--- src/rtl/quantization_if.sv ---
// quantization_if: row-in / row-out handshake bundle for the JPEG forward quantizer.
interface quantization_if;
    logic        in_valid;
    logic        in_ready;
    logic [95:0] data_in;
    logic [14:0] cnt_in;
    logic        out_valid;
    logic        out_ready;
    logic [63:0] data_out;
    logic [2:0]  out_row;
    logic        out_last;
    logic        sat_flag;
    modport master (output in_valid, data_in, cnt_in, out_ready,
                    input  in_ready, out_valid, data_out, out_row, out_last, sat_flag);
    modport slave  (input  in_valid, data_in, cnt_in, out_ready,
                    output in_ready, out_valid, data_out, out_row, out_last, sat_flag);
endinterface

--- src/rtl/quantization.sv ---
// quantization: divides a row of eight signed 12-bit DCT coefficients by the row's table entries
// via reciprocal multiply, 2-stage pipeline, saturating to signed 8-bit.
module quantization (
    input logic          clk,
    input logic          rst,
    quantization_if.slave bus
);
    // round(65536/Q) per [row][coeff]; Q=0 entries map to 0 so they always quantize to 0
    localparam logic [12:0] recip_rom [8][8] = '{
        '{8{13'd0}},
        '{8{13'd0}},
        '{13'd4096, 13'd5958, 13'd6554, 13'd4096, 13'd2731, 13'd1638, 13'd0, 13'd0},
        '{13'd5461, 13'd5461, 13'd4681, 13'd3449, 13'd2521, 13'd1130, 13'd0, 13'd0},
        '{13'd4681, 13'd5041, 13'd4096, 13'd2731, 13'd1638, 13'd1150, 13'd0, 13'd0},
        '{13'd4681, 13'd3855, 13'd2979, 13'd2260, 13'd1285, 13'd753,  13'd0, 13'd0},
        '{13'd3641, 13'd2979, 13'd1771, 13'd1170, 13'd964,  13'd0,    13'd0, 13'd0},
        '{13'd2731, 13'd1872, 13'd1192, 13'd1024, 13'd0,    13'd0,    13'd0, 13'd0}
    };

    logic        en;
    logic        v1_q, v1_d, v2_q, v2_d;
    logic [2:0]  r1_q, r1_d, row_q, row_d;
    logic [11:0] m_q [8], m_d [8];
    logic [12:0] rc_q [8], rc_d [8];
    logic [7:0]  s_q, s_d;
    logic [63:0] dout_q, dout_d;
    logic        last_q, last_d, sat_q, sat_d;
    logic [7:0]  sat;
    logic [7:0]  res [8];
    logic        unused_cnt;

    assign unused_cnt = ^bus.cnt_in[14:3];
    assign en = !v2_q | bus.out_ready;

    for (genvar i = 0; i < 8; i++) begin : g_lane
        logic [23:0] p;
        logic [8:0]  q;
        assign p = 24'(m_q[i]) * 24'(rc_q[i]);
        assign q = 9'((25'(p) + 25'd32768) >> 16);
        // magnitude 128 is representable only on the negative side
        assign sat[i] = s_q[i] ? (q > 9'd128) : (q > 9'd127);
        assign res[i] = s_q[i] ? (sat[i] ? 8'h80 : 8'(-q)) : (sat[i] ? 8'h7f : q[7:0]);
    end

    always_comb begin
        v1_d = en ? bus.in_valid : v1_q;
        r1_d = r1_q;
        m_d  = m_q;
        rc_d = rc_q;
        s_d  = s_q;
        if (en && bus.in_valid) begin
            r1_d = bus.cnt_in[2:0];
            for (int k = 0; k < 8; k++) begin
                s_d[k]  = bus.data_in[95-12*k];
                m_d[k]  = bus.data_in[95-12*k] ? 12'(-bus.data_in[95-12*k -: 12]) : bus.data_in[95-12*k -: 12];
                rc_d[k] = recip_rom[bus.cnt_in[2:0]][k];
            end
        end
    end

    always_comb begin
        v2_d   = en ? v1_q : v2_q;
        last_d = en ? (v1_q && r1_q == 3'd7) : last_q;
        sat_d  = sat_q | (en & v1_q & (|sat));
        dout_d = dout_q;
        row_d  = row_q;
        if (en && v1_q) begin
            row_d = r1_q;
            for (int k = 0; k < 8; k++) dout_d[63-8*k -: 8] = res[k];
        end
    end

    always_ff @(posedge clk) begin
        if (rst) begin
            v1_q   <= 1'b0;
            v2_q   <= 1'b0;
            r1_q   <= '0;
            row_q  <= '0;
            m_q    <= '{default: '0};
            rc_q   <= '{default: '0};
            s_q    <= '0;
            dout_q <= '0;
            last_q <= 1'b0;
            sat_q  <= 1'b0;
        end else begin
            v1_q   <= v1_d;
            v2_q   <= v2_d;
            r1_q   <= r1_d;
            row_q  <= row_d;
            m_q    <= m_d;
            rc_q   <= rc_d;
            s_q    <= s_d;
            dout_q <= dout_d;
            last_q <= last_d;
            sat_q  <= sat_d;
        end
    end

    assign bus.in_ready  = en;
    assign bus.out_valid = v2_q;
    assign bus.data_out  = dout_q;
    assign bus.out_row   = row_q;
    assign bus.out_last  = last_q;
    assign bus.sat_flag  = sat_q;
endmodule

--- src/flat_wrapper.sv ---
// flat-port wrapper written by rule: the top's interface ports become plain ports
module quantization_flat 
  (clk, rst, bus_in_valid, bus_data_in, bus_cnt_in, bus_out_ready, bus_in_ready, bus_out_valid, bus_data_out, bus_out_row, bus_out_last, bus_sat_flag);
  quantization_if bus_i ();
  input logic clk;
  input logic rst;
  input wire logic [$bits(bus_i.in_valid)-1:0] bus_in_valid;
  input wire logic [$bits(bus_i.data_in)-1:0] bus_data_in;
  input wire logic [$bits(bus_i.cnt_in)-1:0] bus_cnt_in;
  input wire logic [$bits(bus_i.out_ready)-1:0] bus_out_ready;
  output wire logic [$bits(bus_i.in_ready)-1:0] bus_in_ready;
  output wire logic [$bits(bus_i.out_valid)-1:0] bus_out_valid;
  output wire logic [$bits(bus_i.data_out)-1:0] bus_data_out;
  output wire logic [$bits(bus_i.out_row)-1:0] bus_out_row;
  output wire logic [$bits(bus_i.out_last)-1:0] bus_out_last;
  output wire logic [$bits(bus_i.sat_flag)-1:0] bus_sat_flag;
  assign bus_i.in_valid = bus_in_valid;
  assign bus_i.data_in = bus_data_in;
  assign bus_i.cnt_in = bus_cnt_in;
  assign bus_i.out_ready = bus_out_ready;
  assign bus_in_ready = bus_i.in_ready;
  assign bus_out_valid = bus_i.out_valid;
  assign bus_data_out = bus_i.data_out;
  assign bus_out_row = bus_i.out_row;
  assign bus_out_last = bus_i.out_last;
  assign bus_sat_flag = bus_i.sat_flag;
  quantization u_core (.clk(clk), .rst(rst), .bus(bus_i));
endmodule
--- config.mk ---
export PLATFORM = sky130hd
export DESIGN_NAME = quantization_flat
export DESIGN_NICKNAME = d
export VERILOG_FILES = /design/src/rtl/quantization_if.sv /design/src/rtl/quantization.sv /design/src/flat_wrapper.sv
export SDC_FILE = /design/constraint.sdc
export NUM_CORES = 2
export LEC_CHECK = 0
export CAP_MARGIN = 20
export CORE_MARGIN = 2
export CORE_UTILIZATION = 60
export DETAILED_ROUTE_END_ITERATION = 12
export GPL_ROUTABILITY_DRIVEN = 0
export PLACE_DENSITY_LB_ADDON = 0.3
export SYNTH_ARGS = -nofsm -noshare
export SYNTH_HDL_FRONTEND = slang
export SYNTH_SLANG_ARGS = --single-unit
export TNS_END_PERCENT = 1
--- constraint.sdc ---
create_clock -name clk -period 21.4 [get_ports clk]
set_clock_uncertainty 0.1 [all_clocks]
set_input_delay 4.28 -clock clk [delete_from_list [all_inputs] [get_ports clk]]
set_output_delay 4.28 -clock clk [all_outputs]
set_load 0.01 [all_outputs]
==> metrics.cfg <==
[critical_path]
crit_type=in2out
endpoint_kind=primary output
critPathMaxStageDelay_ns=0.52
cpMostUsedCell=clkdlybuf4s50_1
r2r_slack_ns=12.50
cp_cell_sequence=clkdlybuf4s50_1 > nor2b_1 > inv_1 > clkdlybuf4s50_1
path_delay_family=buffers and inverters
worst_ep_arrival_time_ns=5.66
critical_path_buf_inv_count=3
worstPathMaxFanout=5
slowest_stage=clkdlybuf4s50_1
cp.required_ns=17.02
critPathLaunchType=input pin

[logic_synthesis]
syn_inst=4542
synth_ff_type=dfxtp_1
synth.avg_cell_area_sq_um=8.309
synth.distinct_cells=117
async_reset_ff_share_pct=0
synth-seq-area-share_pct=9.071
synth_area_sq_um=37740
ys_ff_latch=171
yosysWarnings=0
synth_edf_count=0

[finish]
area.growth.synth_to_final_pct=6.087
n_antenna_cell=0
drive_gt1_share_pct=2.788
final_cell_mix=850 x inv_1, 649 x nand2_1, 585 x fa_1, 402 x ha_1, 318 x and2_1
final_common_cell=inv_1
multi_input_area_sq_um=30270
seqCellArea_sq_um=3423
fillers=5325
nNetsFinal=5608

[power]
powerDensity_nw_per_um2=32.85
leakage_nw=20.57
vdd_drop_max_uv=73.38

[sta]
setup_tns_ns=0
layout_min_cycle_time_ns=10.04
slew_headroom_pct=26.11
setup_viol=0
final-max-slew-violation-count=0
fmaxAchievable_mhz=99.58
setup_slack_ns=11.36
rsz0062_at_grt=no
hold-worst-slack_ns=0.3600
hold_viol=0
post-route-period-util_pct=46.93
worst_pin_slew_ns=1.107

[clock_tree]
holdBufCountCts=0
htreeDepth=4
post-cts-setup-buffer-count=0
cts_buffers=17
clk_path_buf_depth=2
clk_pin_slew_worst_paths_ns=0.08
ctsResizeCount=0
cts-root-buf=clkbuf_16
cts_sinks=171
tritoncts=built
insertion_delay_ns=0.52

[floorplan]
core_sq_um=61940
num_rows=91
fp.dieH_um=254.8
start_util_pct=60.93
die-area_sq_um=64920
io_pins=186
die_w_um=254.8

[place]
port_buffers=133
hpwl_mm=73.89
pre_cts_ws_ns=11.37

[global_route]
track_usage_pct=29.74
grt_pass1_wl_mm=153.9
gr-total-overflow=0
grt_max_degree=109
grt_pass1_vias=31050
antenna_found_initial=1

[run_status]
status=complete, no violations

[route]
vias=30730
wl_per_cell_um=17.16
wirelength_mm=91.90
ant_nets=0
drc=0
drt_iter0_drc=2094
dr.pass1.iters=6
via_per_inst=5.737

[worst_hold_path]
hp-class=reg2reg

[flow_run]
drv_cap=0

[synthesized netlist by cell type, types with 25 or more instances]
library cell,number,area [sq um]
inv_1,850,3191
nand2_1,650,2440
fa_1,585,11710
ha_1,402,5030
and2_1,320,2002
nor2_1,200,750.7
clkbuf_1,189,709.4
dfxtp_1,171,3423
a21oi_1,164,820.8
xor2_1,82,718.2
a211oi_1,79,593.1
o21ai_0,77,385.4
xnor2_1,68,595.6
nand3_1,55,275.3
nor3_1,49,245.2
a21o_1,32,240.2
and3_1,31,193.9
nand4_1,28,175.2
or3_1,28,175.2
a311oi_1,25,219.0
o211ai_1,25,187.7
[final timing paths]
| path | startpoint | to | cells past startpoint |
|---|---|---|---|
| setup / recovery | bus_out_ready | bus_in_ready | 4 |
| hold / removal | u_core.bus.data_out[30] | u_core.bus.data_out[30] | 2 |
| setup reg to reg | u_core.rc_q[81] | u_core.bus.sat_flag | 24 |
| hold reg to reg | u_core.bus.data_out[30] | u_core.bus.data_out[30] | 2 |
[per-stage QoR]
| stage | util (%) | power [mW] | instance area, sq um | cells |
|---|---|---|---|---|
| 6_report | 64.64 | 1.315 | 40040 | 5356 |
| 5_1_grt | 64.64 | 1.417 | 40040 | 5356 |
| 4_1_cts | 64.62 | 1.317 | 40030 | 5355 |
| 3_5_place_dp | 63.66 | 0.9730 | 39430 | 5323 |
| 3_3_place_gp | 63.65 | 0.9607 | 39430 | 5322 |
| 2_1_floorplan | - | 0.8066 | 37800 | 4557 |
[worst register-to-register path, stage by stage, from the launching register on]
cell and delay (ns):
dfxtp_1 0.71, buf_4 0.44, nand2_1 0.14, fa_1 0.47, fa_1 0.47, fa_1 0.55
inv_1 0.06, fa_1 0.48, inv_1 0.05, fa_1 0.49, inv_1 0.04, ha_1 0.34
a211o_1 0.31, a211o_1 0.34, o21bai_2 0.22, nand2_1 0.12, xnor2_2 0.35, inv_2 0.14
ha_1 0.30, xnor2_1 0.66, nand2_1 0.15, or4_1 0.44, o31ai_2 0.81, and4b_1 0.37
a211oi_1 0.25
[layer usage]
layer / track usage [%] / up-vias / part of all wire [%]
met4: 10.89 / 2 / 3.2
met3: 6.052 / 172 / 7.7
met1: 38.55 / 15110 / 42
met2: 49.27 / 981 / 47
met5: 0 / - / 0.013
li1: - / 14460 / -
[layout make-up]
cell class / instances / share of cell area, %
inverter: 851 / 7.978
multi-input combinational: 3309 / 75.61
sequential: 171 / 8.550
clock inverter: 14 / 0.4125
timing repair buffer: 156 / 3.763
clock buffer: 18 / 1.072
tap: 837 / 2.616
[report_power, final]
group	internal (mW)	switching, mW	total [mW]
Combinational	0.230	0.349	0.578
Clock	0.158	0.182	0.340
Sequential	0.339	0.0574	0.396
Total	0.727	0.588	1.32
[sequential cells by signal, indices dropped and copies added, names as in the netlist]
register	cells
u_core.bus.sat_flag	1
u_core.m_q	72
u_core.bus.out_last	1
u_core.rc_q	36
u_core.v1_q	1
u_core.r1_q	2
u_core.bus.out_valid	1
u_core.s_q	6
u_core.bus.out_row	3
u_core.bus.data_out	48
[cells by family (layout without fill, tap and decap cells)]
group	Yosys count	count (layout)	synth area share, %
other cells	1	16	0.009936
mux	26	26	0.7227
compound gates	628	628	11.90
simple gates	1499	1499	19.40
buf+inv	1077	1039	10.92
flops	171	171	9.071
xor+xnor	153	153	3.627
fa+ha+maj	987	987	44.36
Note: power is estimated with default switching activity, not from simulation.
